$ cat src/rtl/key_debounce_pkg.sv
// Shared definitions for the key debouncer: per-key state encoding and counter sizing.
package key_debounce_pkg;

    typedef enum logic [1:0] {
        ST_RELEASED        = 2'd0,
        ST_PRESS_PENDING   = 2'd1,
        ST_PRESSED         = 2'd2,
        ST_RELEASE_PENDING = 2'd3
    } key_state_e;

    // Counter only needs to reach cycles-1, so $clog2(cycles) bits suffice (never below 1).
    function automatic int cnt_width(input int cycles);
        if (cycles < 2) begin
            return 1;
        end
        return $clog2(cycles);
    endfunction

endpackage

$ cat src/rtl/key_debounce_bit.sv
// One-key debouncer: four-state FSM with a qualification counter and registered level/pulse outputs.
//
// state              | meaning
// ST_RELEASED        | debounced level is released, input agrees
// ST_PRESS_PENDING   | input reads pressed, counting consecutive pressed samples
// ST_PRESSED         | debounced level is pressed, input agrees
// ST_RELEASE_PENDING | input reads released, counting consecutive released samples
module key_debounce_bit
    import key_debounce_pkg::*;
#(
    parameter int DEBOUNCE_CYCLES = 65536
) (
    input  logic clk,
    input  logic reset,
    input  logic raw_pressed,
    output logic level,
    output logic press_pulse,
    output logic release_pulse
);

    localparam int CNT_W = cnt_width(DEBOUNCE_CYCLES);
    localparam logic [CNT_W-1:0] CNT_ONE  = CNT_W'(1);
    localparam logic [CNT_W-1:0] CNT_LAST = CNT_W'(DEBOUNCE_CYCLES - 1);

    key_state_e       state_q, state_d;
    logic [CNT_W-1:0] cnt_q, cnt_d;
    logic             level_q, level_d;
    logic             press_q, press_d;
    logic             release_q, release_d;

    always_comb begin
        state_d   = state_q;
        cnt_d     = cnt_q;
        level_d   = level_q;
        press_d   = 1'b0;
        release_d = 1'b0;
        case (state_q)
            ST_RELEASED: begin
                if (raw_pressed) begin
                    state_d = ST_PRESS_PENDING;
                    cnt_d   = CNT_ONE;
                end
            end
            ST_PRESS_PENDING: begin
                if (!raw_pressed) begin
                    state_d = ST_RELEASED;
                    cnt_d   = '0;
                end else if (cnt_q == CNT_LAST) begin
                    state_d = ST_PRESSED;
                    cnt_d   = '0;
                    level_d = 1'b1;
                    press_d = 1'b1;
                end else begin
                    cnt_d = cnt_q + CNT_ONE;
                end
            end
            ST_PRESSED: begin
                if (!raw_pressed) begin
                    state_d = ST_RELEASE_PENDING;
                    cnt_d   = CNT_ONE;
                end
            end
            ST_RELEASE_PENDING: begin
                if (raw_pressed) begin
                    state_d = ST_PRESSED;
                    cnt_d   = '0;
                end else if (cnt_q == CNT_LAST) begin
                    state_d   = ST_RELEASED;
                    cnt_d     = '0;
                    level_d   = 1'b0;
                    release_d = 1'b1;
                end else begin
                    cnt_d = cnt_q + CNT_ONE;
                end
            end
            default: begin
                state_d = ST_RELEASED;
                cnt_d   = '0;
                level_d = 1'b0;
            end
        endcase
    end

    always_ff @(posedge clk) begin
        if (reset) begin
            state_q   <= ST_RELEASED;
            cnt_q     <= '0;
            level_q   <= 1'b0;
            press_q   <= 1'b0;
            release_q <= 1'b0;
        end else begin
            state_q   <= state_d;
            cnt_q     <= cnt_d;
            level_q   <= level_d;
            press_q   <= press_d;
            release_q <= release_d;
        end
    end

    assign level         = level_q;
    assign press_pulse   = press_q;
    assign release_pulse = release_q;

endmodule

$ cat src/rtl/key_debounce.sv
// Multi-key debouncer: one key_debounce_bit per key plus a sticky press-event latch on the read bus.
module key_debounce
    import key_debounce_pkg::*;
#(
    parameter int DATA_WIDTH      = 8,
    parameter int KEY_WIDTH       = 6,
    parameter int DEBOUNCE_CYCLES = 65536
) (
    input  logic                         clk,
    input  logic                         reset,
    input  logic [KEY_WIDTH-1:0]         key_n,
    input  logic                         clr_events,
    output logic [KEY_WIDTH-1:0]         key_level,
    output logic [KEY_WIDTH-1:0]         key_press,
    output logic [KEY_WIDTH-1:0]         key_release,
    output logic signed [DATA_WIDTH-1:0] data
);

    logic [KEY_WIDTH-1:0] raw_pressed;
    logic [KEY_WIDTH-1:0] latch_q, latch_d;

    assign raw_pressed = ~key_n;

    for (genvar i = 0; i < KEY_WIDTH; i++) begin : g_key
        key_debounce_bit #(
            .DEBOUNCE_CYCLES(DEBOUNCE_CYCLES)
        ) u_bit (
            .clk          (clk),
            .reset        (reset),
            .raw_pressed  (raw_pressed[i]),
            .level        (key_level[i]),
            .press_pulse  (key_press[i]),
            .release_pulse(key_release[i])
        );
    end

    // A press landing on the same edge as a clear must survive it.
    always_comb begin
        latch_d = latch_q | key_press;
        if (clr_events) begin
            latch_d = key_press;
        end
    end

    always_ff @(posedge clk) begin
        if (reset) begin
            latch_q <= '0;
        end else begin
            latch_q <= latch_d;
        end
    end

    always_comb begin
        data                = '0;
        data[KEY_WIDTH-1:0] = latch_q;
    end

endmodule
$ cat config.mk
export PLATFORM = sky130hd
export DESIGN_NAME = key_debounce
export DESIGN_NICKNAME = d
export VERILOG_FILES = /design/src/rtl/key_debounce_pkg.sv /design/src/rtl/key_debounce_bit.sv /design/src/rtl/key_debounce.sv
export SDC_FILE = /design/constraint.sdc
export NUM_CORES = 1
export LEC_CHECK = 0
export ABC_AREA = 1
export CORE_MARGIN = 1.5
export CORE_UTILIZATION = 60
export DETAILED_ROUTE_END_ITERATION = 6
export GPL_ROUTABILITY_DRIVEN = 0
export PLACE_DENSITY_LB_ADDON = 0.1
export SKIP_CTS_REPAIR_TIMING = 1
export SLEW_MARGIN = 25
export SYNTH_ARGS = -nofsm -noshare
export SYNTH_HDL_FRONTEND = slang
export SYNTH_HIERARCHICAL = 1
export SYNTH_SLANG_ARGS = --single-unit
$ cat constraint.sdc
create_clock -name clk -period 1.8 [get_ports clk]
set_clock_uncertainty 0.05 [all_clocks]
set_input_delay 0.36 -clock clk [delete_from_list [all_inputs] [get_ports clk]]
set_output_delay 0.36 -clock clk [all_outputs]
set_load 0.1 [all_outputs]
Yosys cells after proc, flatten, opt, wreduce, memory -nomap -nowiden
Index checks and enable logic that the tools add are counted.

Output and inout port bits: 26. Memory bits (read-only): 0. Logic and storage cells: 286. Bits in latches: 0. Memory bits (writable): 0. Memories: 0. Bits in registers: 132.

Multipliers: 0. Shift-type cells: 0. Reduce and logical (&&, ||, !) cells: 42. Muxes and demuxes: 115. Bitwise operators: 20. Equal/unequal tests: 72. $add $sub $neg: 6. Magnitude comparators: 0. Div/mod/pow operators: 0.

Operators with widths (count): 16-bit 2-to-1 mux (30); 16-bit case mux with 4 select lines (6); 16-bit by 1-bit adder with 16-bit output (second input constant) (6); 16-bit == test (second input constant) (6); 2-bit 2-to-1 mux (36); 2-bit != test (second input constant) (24); 2-bit case mux with 4 select lines (6); 3-bit by 2-bit != test with 1-bit output (second input constant) (12); 3-bit OR reduction (12); 1-bit 2-to-1 mux (30); 5-bit AND reduction (6); 2-bit == test (second input constant) (12); 2-bit by 1-bit != test with 1-bit output (second input constant) (12); 4-bit AND reduction (6); 1-bit inverter (18); 2-bit by 1-bit == test with 1-bit output (second input constant) (6); 2-bit logical NOT (6); 1-bit case mux with 2 select lines (6); 2-bit AND reduction (6); 2-bit nonzero test (6); 6-bit 2-to-1 mux (1); 6-bit inverter (1); 6-bit bitwise OR (1).

Longest topological paths before layout
Depth after elaboration: 4. Depth in mapped cells: 10. Gate-level depth less buffers: 10.

By module
The synthesis kept the hierarchy.

Modules (own cells, without submodules): key_debounce_bit (g_key[0].u_bit ...) (instances 5, area each 1307.5 µm², sequential area each 420.4 µm², cells an instance 202); key_debounce_bit (g_key[5].u_bit) (instances 1, area each 1161.1 µm², sequential area each 420.4 µm², cells an instance 175); key_debounce (instances 1, area each 240.2 µm², sequential area each 120.1 µm², cells an instance 34).

Worst setup path after synthesis
Ideal clock, no wire load.

Path type: reg2reg. From: register g_key[0].u_bit.cnt_q[0]. To: register with a tool-made name. Cell stages (with the launch flop): 9. Setup time: 113 ps. Arrival: 1320 ps. Period minus slack after synthesis: 1483 ps. Buffers on the path: 0. Data required time: 1637 ps. Slack: 317 ps. Path through: dfxtp_1 > ha_1 > nand3_4 > nor2_8 > nand3_4 > nor3_4 > nand2_1 > nand2_1 > nor2_1.

RTL lines: from (decl) (line key_debounce_bit.sv:26) `logic [CNT_W-1:0] cnt_q, cnt_d;`; from (signal assigned) (line key_debounce_bit.sv:93) `cnt_q <= cnt_d;`.

Worst setup path after layout
From: register g_key[5].u_bit.cnt_q[0]. To: register g_key[5].u_bit.cnt_q[2].

Cells in the longest elaborated chain, start to end: 4. Elaborated cells on any way between the ends: 6. Those cells by class: 1 x add/sub; 1 x eq/ne; 4 x mux.

Ends and longest elaborated chain: from (decl) (line key_debounce_bit.sv:26); from (signal assigned) (line key_debounce_bit.sv:93); 16-bit by 1-bit adder with 16-bit output or 16-bit == test (tied branches); 16-bit 2-to-1 mux (*) (line key_debounce_bit.sv:48, key_debounce_bit.sv:67); 16-bit 2-to-1 mux (on tied branches) (line key_debounce_bit.sv:64, key_debounce_bit.sv:45); 16-bit case mux with 4 select lines (*) (line key_debounce_bit.sv:37) `case (state_q)`.

Every way passes the cells marked *; elsewhere a longest branch is shown, timed or not. A chain may end at the register's enable or synchronous reset.

==> flow_summary.rst <==
.. list-table::
   :header-rows: 1

   * - Metric
     - Value
   * - RSZ-0062 raised after global routing
     - no
   * - Total Routed Length
     - just under 20 mm
   * - Layout Area Growth over Synthesis
     - 23.7%
   * - Maximum number of pins on one net before global-route repair
     - 22
   * - Detail-routed net length per standard cell
     - 12.9 um
   * - Setup-violating endpoint count in the final report
     - 0
   * - Vertical die dimension
     - 118 um
   * - Worst setup EP type
     - flip-flop
   * - Wire length on met1
     - 8.40 mm
   * - Share of the clock period used by the worst path
     - between 90 and 100%
   * - Max-cap check violation count
     - 0
   * - Peak supply drop
     - 0.000642 V
   * - Fin Setup TNS
     - 0 ns
   * - Leading cell type in the layout, fill and taps excluded
     - sky130_fd_sc_hd__nand2_1
   * - Final Hold Violating Endpoints
     - 0
   * - Reg-to-reg slack, setup
     - 0.11 ns
   * - Combinational share of power
     - 6.9%
   * - Die X-Extent
     - 118 um
   * - Cell count after synthesis
     - ~1200
   * - WP data required
     - roughly 2.1 ns
   * - Clock transition at path regs
     - ~0.060 ns
   * - Fin nets
     - 1333
   * - Cell Area, Synth
     - between 7000 and 8000 um2
   * - Sink count of the clock tree
     - between 100 and 150
   * - Number of I/O port buffers
     - 32
   * - # IOs
     - 35
   * - Post-layout minimum cycle time
     - 1.69 ns
   * - Antenna Diode Count
     - 0
   * - Post-layout total power
     - 7.37 mW
   * - Status
     - finished clean
   * - Sw power
     - 1.64 mW
   * - Reg-to-reg endpoint
     - g_key[5].u_bit/cnt_q[2]
   * - Finished Layout Cells
     - 1503
   * - Classification of the worst-slack hold path
     - in -> reg
   * - H-tree depth reported by CTS
     - 4
   * - Worst setup endpoint
     - g_key[5].u_bit/cnt_q[2]
   * - Switching Share
     - 22.3%
   * - Wire length of the first global-routing pass
     - between 30 and 40 mm
   * - Final count of pins violating max slew
     - 0
   * - Setup WS post-layout
     - ~0.11 ns
   * - Initial standard-cell utilization of the core
     - 62.2%
   * - Met2 routed WL
     - 9.78 mm
   * - DR top layer
     - met4
   * - Maximum frequency from static timing analysis
     - 593 MHz
   * - CTS Root Buffer Type
     - sky130_fd_sc_hd__clkbuf_16
   * - Max Fanout on Critical Path
     - 8
   * - R2r startpoint
     - g_key[5].u_bit/cnt_q[0]
   * - Worst r2r path cells
     - 9
   * - Type of the worst setup path
     - reg -> reg
   * - Launching element type of the critical path
     - flip-flop
   * - Arrival time worst endpoint
     - 1.95 ns
   * - 1st-iter DRT viols
     - 560
   * - Number of vias in the routed layout
     - 7989
   * - Total CTS buffers
     - 17
   * - Power share of the clock group
     - 52.6%
   * - Met3 Routed Length
     - 885 um
   * - GR Overflow Total
     - 0
   * - Detailed-route DRC error count
     - 0
   * - 1st-pass router iterations
     - 6
   * - Power Dens Cells
     - 751 nW/um2
   * - Post-synth cell types
     - 36
   * - Worst hold slack across all endpoints
     - 0.333 ns
   * - Maximum clock path buffer count
     - 2
   * - Worst Setup SP
     - g_key[5].u_bit/cnt_q[0]
   * - Die area
     - between 10000 and 15000 um2
   * - Initial antenna violation count
     - 0
   * - Worst Min Path Start
     - reset
   * - Total half-perimeter wirelength after legalization and detailed placement
     - 13.7 mm
   * - Yosys synthesis warning count
     - 6
   * - Vias per Instance
     - 5.32
   * - Static power due to leakage
     - around 4.0 nW
   * - Number of placed instances with taps included
     - roughly 1500
   * - Aggregate global-route resource usage
     - about 29%
   * - Most used cells in the layout excluding fill and tap cells
     - sky130_fd_sc_hd__nand2_1, sky130_fd_sc_hd__inv_1, sky130_fd_sc_hd__nor2_1, sky130_fd_sc_hd__dfxtp_1, sky130_fd_sc_hd__nand3_1
   * - Sequential cell area fraction in the yosys report
     - between 30% and 40%
   * - Std-Cell Rows
     - slightly above 40
   * - Worst setup timing slack at the placement stage
     - -0.183 ns
   * - Number of global-route vias before repair
     - around 7700
   * - CORE AREA
     - ~13000 um2
   * - Post-synthesis average cell area
     - 6.51 um2
   * - Share of total power in sequential cells
     - around 41%
   * - Residual antenna-violating net count after detailed routing
     - 0
   * - Post-synthesis register bit count
     - 132
   * - Clk_lat worst skew
     - 0.42 ns
   * - Share of final-layout standard cells stronger than drive strength 1
     - 16.3%
   * - Clock tree from TritonCTS
     - yes
   * - Pint
     - 5.73 mW
-- cell families after synthesis --
kind of cell	share of synthesized area, %
and+or+nand+nor	44.9
DFF	33.3
AOI/OAI and AO/OA	9.20
other	0.0472
xor gates and xnor gates	1.65
buffers and inverters	9.94
adders and majority gates	0.946
-- metal layers --
layer,vias up,global-route usage (%)
li1,4077,-
met1,3659,33.6
met2,220,51.5
met3,33,5.67
met4,0,10.8
met5,-,0
-- worst max-delay path, stage by stage (launching register included) --
cell                      delay, ns
sky130_fd_sc_hd__dfxtp_1       0.35
sky130_fd_sc_hd__ha_2          0.20
sky130_fd_sc_hd__nand3_2       0.13
sky130_fd_sc_hd__nor2_4        0.23
sky130_fd_sc_hd__nand4_4       0.15
sky130_fd_sc_hd__nand2_4       0.17
sky130_fd_sc_hd__buf_4         0.13
sky130_fd_sc_hd__o21ai_0       0.06
sky130_fd_sc_hd__nand2_1       0.06
sky130_fd_sc_hd__inv_1         0.04
-- per-stage QoR --
stage / cell area [um2] / utilization (%)
floorplan: 7940 / -
global placement: 9130 / 71.5
detailed placement: 9130 / 71.5
CTS: 9800 / 76.7
global route: 9820 / 76.9
finish: 9820 / 76.9
-- area by class of cell --
| cell class | instances | area, um2 |
|---|---|---|
| Sequential cell | 132 | 2650 |
| Inverter | 174 | 653 |
| Clock buffer | 18 | 429 |
| Multi-Input combinational cell | 895 | 4520 |
| Fill cell | 980 | 2950 |
| Tap cell | 172 | 215 |
| Clock inverter | 14 | 234 |
| Timing Repair Buffer | 98 | 1130 |
-- flip-flops by register name, indices dropped and copies added, names as in the netlist, named ones only --
signal	cells
g_key.u_bit/cnt_q	96
g_key.u_bit/level	6
g_key.u_bit/press_pulse	6
g_key.u_bit/release_pulse	6
g_key.u_bit/state_q	6
latch_q	6
-- how the worst min path moves through the flow --
stage / to / cells after the start / slack (ns)
after floorplan: latch_q[0] / 1 / 0.38
final: latch_q[2] / 2 / 0.33
after global routing: latch_q[2] / 2 / 0.33
after detailed placement: g_key[3].u_bit/cnt_q[15] / 2 / 0.40
after global placement: g_key[3].u_bit/cnt_q[15] / 2 / 0.40
after CTS: latch_q[2] / 2 / 0.31
-- synth_stat cells (all sizes together) --
master / count / area (um2)
a21oi: 86 / 498
inv: 169 / 634
and3: 5 / 31.3
nand2: 378 / 1450
or2: 1 / 8.76
nor4: 1 / 6.26
conb: 1 / 3.75
clkbuf: 6 / 22.5
xnor2: 3 / 26.3
nor2: 177 / 893
ha: 6 / 75.1
buf: 13 / 114
nand3b: 5 / 37.5
o21bai: 1 / 7.51
nor3: 28 / 196
xor2: 12 / 105
dfxtp: 132 / 2640
nand3: 105 / 681
nand4: 40 / 265
clkinv: 5 / 18.8
o21ai: 45 / 225
-- power by group through the flow --
stage	registers [mW]	clock network (mW)	logic (mW)
final	2.98	3.88	0.509
after detailed placement	3.04	0	0.494
after CTS	2.98	3.93	0.502
after floorplan	3.05	0	0.291
after global routing	2.99	4.08	0.551
after global placement	3.04	0	0.486
(Power assumes the default switching activity.)
